==> config.mk <==
export PLATFORM = sky130hd
export DESIGN_NAME = umi_regarray
export DESIGN_NICKNAME = d
export VERILOG_FILES = /design/src/rtl/umi_regarray.sv
export SDC_FILE = /design/constraint.sdc
export NUM_CORES = 2
export LEC_CHECK = 0
export ABC_AREA = 0
export BUFFER_PORTS_ARGS = -buffer_cell sky130_fd_sc_hd__buf_2
export CELL_PAD_IN_SITES_DETAIL_PLACEMENT = 1
export CELL_PAD_IN_SITES_GLOBAL_PLACEMENT = 2
export CORE_AREA = 4 4 579 581
export CTS_CLUSTER_SIZE = 16
export DETAILED_ROUTE_END_ITERATION = 8
export DIE_AREA = 0 0 583 585
export HOLD_SLACK_MARGIN = 0.15
export PLACE_DENSITY = 0.63
export SYNTH_ARGS = -nofsm -noshare
export SYNTH_HDL_FRONTEND = slang
export SYNTH_SLANG_ARGS = --single-unit
==> constraint.sdc <==
create_clock -name clk -period 107 [get_ports clk]
set_input_delay 21.4 -clock clk [delete_from_list [all_inputs] [get_ports clk]]
set_output_delay 21.4 -clock clk [all_outputs]
set_load 0.05 [all_outputs]
==> src/rtl/umi_regarray.sv <==
`default_nettype none
// +----------------------------------------------------------------------------+
// | umi_regarray: UMI register-array endpoint (bursts, RO mask, error resp).   |
// | Revision: 1.0                                                              |
// +----------------------------------------------------------------------------+
module umi_regarray #(
  parameter int                  RW        = 32,
  parameter int                  RAW       = 5,
  parameter int                  DW        = 64,
  parameter int                  CW        = 32,
  parameter int                  AW        = 64,
  parameter int                  GRPOFFSET = 24,
  parameter int                  GRPAW     = 0,
  parameter int                  GRPID     = 0,
  parameter logic [2**RAW-1:0]   ROMASK    = '0,
  parameter int                  SAFE      = 1
) (
  input  logic                   clk,
  input  logic                   reset,
  input  logic                   udev_req_valid,
  input  logic [CW-1:0]          udev_req_cmd,
  input  logic [AW-1:0]          udev_req_dstaddr,
  input  logic [AW-1:0]          udev_req_srcaddr,
  input  logic [DW-1:0]          udev_req_data,
  output logic                   udev_req_ready,
  output logic                   udev_resp_valid,
  output logic [CW-1:0]          udev_resp_cmd,
  output logic [AW-1:0]          udev_resp_dstaddr,
  output logic [AW-1:0]          udev_resp_srcaddr,
  output logic [DW-1:0]          udev_resp_data,
  input  logic                   udev_resp_ready,
  output logic [2**RAW*RW-1:0]   regs_out
);

  localparam int         c_NREG       = 2**RAW;
  localparam int         c_NW         = DW / RW;
  localparam int         c_ALIGN      = $clog2(RW / 8);
  localparam logic [4:0] c_REQ_READ   = 5'h01;
  localparam logic [4:0] c_REQ_WRITE  = 5'h03;
  localparam logic [4:0] c_REQ_POSTED = 5'h05;
  localparam logic [4:0] c_RESP_READ  = 5'h02;
  localparam logic [4:0] c_RESP_WRITE = 5'h04;

  typedef enum logic [0:0] {S_IDLE = 1'b0, S_RESP = 1'b1} state_t;

  state_t          r_state;
  state_t          w_state_nxt;
  logic [RW-1:0]   r_regs [c_NREG];
  logic [CW-1:0]   r_resp_cmd;
  logic [AW-1:0]   r_resp_dst;
  logic [AW-1:0]   r_resp_src;
  logic [DW-1:0]   r_resp_data;

  logic [4:0]      w_opcode;
  logic [2:0]      w_size;
  logic [7:0]      w_len;
  logic [RAW-1:0]  w_base;
  logic            w_grp_ok;
  logic            w_op_read;
  logic            w_op_write;
  logic            w_op_posted;
  logic            w_fmt_ok;
  logic [1:0]      w_err;
  logic            w_legal;
  logic            w_beat;
  logic            w_need_resp;
  logic            w_do_write;
  logic [DW-1:0]   w_rdata;
  logic [CW-1:0]   w_resp_cmd;
  logic            w_unused;

  assign w_opcode    = udev_req_cmd[4:0];
  assign w_size      = udev_req_cmd[7:5];
  assign w_len       = udev_req_cmd[15:8];
  assign w_base      = udev_req_dstaddr[c_ALIGN +: RAW];
  assign w_unused    = ^{udev_req_dstaddr, udev_req_cmd};

  assign w_op_read   = (w_opcode == c_REQ_READ);
  assign w_op_write  = (w_opcode == c_REQ_WRITE);
  assign w_op_posted = (w_opcode == c_REQ_POSTED);
  assign w_fmt_ok    = (w_op_read | w_op_write | w_op_posted) &&
                       (w_size == 3'(c_ALIGN)) && (int'(w_len) < c_NW);

  generate
    if (GRPAW == 0) begin : g_nogrp
      assign w_grp_ok = 1'b1;
    end else begin : g_grp
      assign w_grp_ok = (udev_req_dstaddr[GRPOFFSET +: GRPAW] == GRPAW'(GRPID));
    end
  endgenerate

  // Group mismatch outranks any other decode error.
  assign w_err       = !w_grp_ok ? 2'b11 : (!w_fmt_ok ? 2'b10 : 2'b00);
  assign w_legal     = (w_err == 2'b00);
  assign w_beat      = udev_req_valid & udev_req_ready;
  assign w_need_resp = w_beat & ~w_op_posted;
  assign w_do_write  = w_beat & w_legal & (w_op_write | w_op_posted);

  always_comb begin
    w_rdata = '0;
    if (w_op_read && w_legal) begin
      for (int k = 0; k < c_NW; k++) begin
        if (k <= int'(w_len)) begin
          w_rdata[k*RW +: RW] = r_regs[w_base + RAW'(k)];
        end
      end
    end
  end

  always_comb begin
    w_resp_cmd        = udev_req_cmd;
    w_resp_cmd[4:0]   = w_op_read ? c_RESP_READ : c_RESP_WRITE;
    w_resp_cmd[26:25] = w_err;
  end

  // Indices wrap modulo NREG through the RAW-bit add.
  always_ff @(posedge clk or posedge reset) begin
    if (reset) begin
      for (int i = 0; i < c_NREG; i++) begin
        r_regs[i] <= '0;
      end
    end else if (w_do_write) begin
      for (int k = 0; k < c_NW; k++) begin
        if ((k <= int'(w_len)) && !ROMASK[w_base + RAW'(k)]) begin
          r_regs[w_base + RAW'(k)] <= udev_req_data[k*RW +: RW];
        end
      end
    end
  end

  always_ff @(posedge clk or posedge reset) begin
    if (reset) begin
      r_state <= S_IDLE;
    end else begin
      r_state <= w_state_nxt;
    end
  end

  always_comb begin
    w_state_nxt = r_state;
    case (r_state)
      S_IDLE: begin
        if (w_need_resp) w_state_nxt = S_RESP;
      end
      S_RESP: begin
        if (w_need_resp)          w_state_nxt = S_RESP;
        else if (udev_resp_ready) w_state_nxt = S_IDLE;
      end
      default: w_state_nxt = S_IDLE;
    endcase
  end

  always_ff @(posedge clk or posedge reset) begin
    if (reset) begin
      r_resp_cmd  <= '0;
      r_resp_dst  <= '0;
      r_resp_src  <= '0;
      r_resp_data <= '0;
    end else if (w_need_resp) begin
      r_resp_cmd  <= w_resp_cmd;
      r_resp_dst  <= udev_req_srcaddr;
      r_resp_src  <= udev_req_dstaddr;
      r_resp_data <= w_rdata;
    end
  end

  assign udev_resp_valid   = (r_state == S_RESP);
  assign udev_resp_cmd     = r_resp_cmd;
  assign udev_resp_dstaddr = r_resp_dst;
  assign udev_resp_srcaddr = r_resp_src;
  assign udev_resp_data    = r_resp_data;

  generate
    if (SAFE != 0) begin : g_safe
      assign udev_req_ready = ~udev_resp_valid;
    end else begin : g_fast
      assign udev_req_ready = ~udev_resp_valid | udev_resp_ready;
    end
  endgenerate

  generate
    for (genvar gi = 0; gi < c_NREG; gi++) begin : g_mirror
      assign regs_out[gi*RW +: RW] = r_regs[gi];
    end
  endgenerate

endmodule
`default_nettype wire

==> metrics.txt <==
status=finished, final reports clean; drt total wl=600000 µm; num rows=211; 1st-iter DRT viols=9196; sequential fraction of the synthesis area=42.4%; final setup fails=0; power per cell area=14.8 nW/µm²; hold_buf cts=0; global-route wire length before repair=782000 µm; Setup CP Type=primary input to flop; CP max stage delay=1.06 ns; Hold Crit Class=flop to flop; DRC=0; max-cap violation count=0; TNS Setup=0 ns; CP arrival=27.07 ns; Final Hold Viols=0; clock sinks=1245; Clock Path Buffers=4; flops & latches, synth=1245; dpl hpwl=439000 µm; DR top layer=met5; clock skew=0.0397 ns; crit-path cells=buf_2 > nor3b_1 > nand4_2 > nor2_4 > buf_12 > buf_4 > buf_12 > a2bb2oi_1; vias in the first global route=76700; Data required, critical path=107.66 ns; critical path's top delay family=simple AND/OR/NAND/NOR gates; clk slew on worst S/H paths=0.06 ns; Cell Area, Placed=84800 µm²; vias=77400; die height=585 µm; Yosys top cell area share=42.4%; largest net degree at the start of global routing=165; post-route minimum period=26.41 ns; CTS tree=done; Post-layout nets=8555; Slew @ Worst Pin=1.30 ns; hold path startpoint=udev_resp_dstaddr[57]; Crit path buffers/inverters=4; Top FF cell, synth=dfrtp_1; FFs w/ async S/R, synth=100%; fillers=37800; DRT met1 WL=198000 µm; wire per inst=46.7 µm; RSZ-0062 raised after global routing=no; final setup margin=80.59 ns; global route overflow=0; Cell Area, Synth=73400 µm²; Tot GR Track Use=33.9%; commonest non-fill, non-tap cells in the layout=buf_2, nand2_1, dfrtp_1; CTS Root Cell=clkbuf_16; pre-CTS setup slack=80.07 ns; core area=330000 µm²; H-tree depth=4; met2 routed WL=280000 µm; Syn Inst Count=7394; fmax=0.0379 GHz; reg2reg start=udev_resp_valid; leakage=41.7 nW; post_cts resized=0; initial antenna violation count=69; Max-slew headroom=13.1%; Final ANT Viol Nets=0; DIE AREA=341000 µm²; startpoint types=primary input; Inserted Clock Buffers=169; syn_area_per_cell=9.93 µm²; footprint of the multi-input gates=38400 µm²; post-synthesis cell type count=78; Critical Path End Type=flop; met3 WL=54000 µm; commonest non-fill, non-tap cell in the layout=buf_2; GPL Wtd Cong=0.992; part of the cycle the worst path needs=24.7%; Max VDD drop=13.1 µV; Ports=1478; Yosys top cell by area=dfrtp_1; Via-to-Cell Ratio=6.03; Initial Utilization=22.3%; Worst-Skew Late Latency=0.87 ns; area grow syn2layout=23.2%; Finished Cell Area=90400 µm²; yosys warns=0; Post-synth EDFFs=0; crit path max-delay cell type=nor2_4; Max Slew Vio Count=0; Storage cell area=31200 µm²; top cells by area, synth=dfrtp_1, mux4_2, nand2_1; Post-CTS Setup Bufs=0; DRT Pass-1 Iters=5; Die Span X=583 µm; Port Buffers=1471; Crit. Startpoint=udev_req_cmd[3]; crit-path max FO=164; most frequent CP cell=buf_12; layout cells sized above 1=30.8%
-- per-layer routing --
layer,vias up,GRT usage [%]
met5,-,0
met4,38,31.0
met3,1483,9.33
met2,5297,55.5
met1,40900,35.3
li1,29700,-
-- worst register-to-register path: cells and delay by family, from the launching register on --
| kind | cells | cell delay, ns |
|---|---|---|
| AOI/OAI and AO/OA | 1 | 0.45 |
| buffers and inverters | 4 | 2.94 |
| DFF | 1 | 0.49 |
| and+or+nand+nor | 2 | 1.44 |
-- worst paths after layout --
check	cells after the start	slack (ns)	to
worst min register to register	2	0.47	udev_resp_dstaddr[57]
min in group asynchronous	2	20.77	regs_out[743]
worst max-delay path	8	80.59	regs_out[125]
worst min-delay path	2	0.47	udev_resp_dstaddr[57]
worst max register to register	7	101.47	regs_out[125]
max in group asynchronous	7	81.65	regs_out[827]
-- registers in the layout (all words and copies together), names as in the netlist --
signal             cells
udev_resp_cmd         28
udev_resp_valid        1
udev_resp_data        64
regs_out            1024
udev_resp_dstaddr     64
udev_resp_srcaddr     64
-- cell families after synthesis --
family	after synthesis	synth area share [%]
AOI/OAI and AO/OA	2205	22.9
and+or+nand+nor	2141	13.1
muxes	704	15.1
other	1	0.00511
adders and majority gates	5	0.0818
buffers and inverters	1089	6.36
DFF	1245	42.4
xor gates and xnor gates	4	0.0835
-- where the power goes --
part | switching [W] | internal (W)
Sequential | 0.0000143 | 0.000484
Clock | 0.000250 | 0.000337
Combinational | 0.000202 | 0.0000502
Total | 0.000467 | 0.000871
-- area by class of cell --
type | count | share of cell area, %
Multi-Input combinational cell | 5063 | 42.5
Sequential cell | 1245 | 34.5
Timing Repair Buffer | 1706 | 10.2
Tap cell | 4366 | 6.04
Clock buffer | 236 | 5.36
Clock inverter | 53 | 0.693
Inverter | 138 | 0.581
Antenna cell | 40 | 0.111
-- through the flow --
| stage | power [W] | instances | hold WS (ns) | utilization [%] |
|---|---|---|---|---|
| floorplan | 0.000638 | 7397 | 0.744 | - |
| global placement | 0.000754 | 12500 | 0.461 | 25.7 |
| detailed placement | 0.000756 | 12500 | 0.459 | 25.7 |
| CTS | 0.00135 | 12800 | 0.474 | 27.4 |
| global route | 0.00137 | 12800 | 0.498 | 27.4 |
| finish | 0.00134 | 12800 | 0.470 | 27.4 |
-- synth_stat cells (51+ instances only) --
cell type / number
nand2_1: 1293
dfrtp_1: 1245
o22ai_1: 607
a2bb2oi_1: 546
clkbuf_1: 535
mux2i_1: 352
mux4_2: 320
buf_2: 299
a21oi_1: 276
nor2_1: 259
o22a_1: 193
inv_1: 135
nor3_1: 133
nor3b_1: 132
a31oi_1: 128
o221a_2: 126
nand3_1: 124
buf_1: 70
nand3b_1: 66
a32oi_1: 64
o211ai_1: 51
Power figures use the tool's default switching activity.
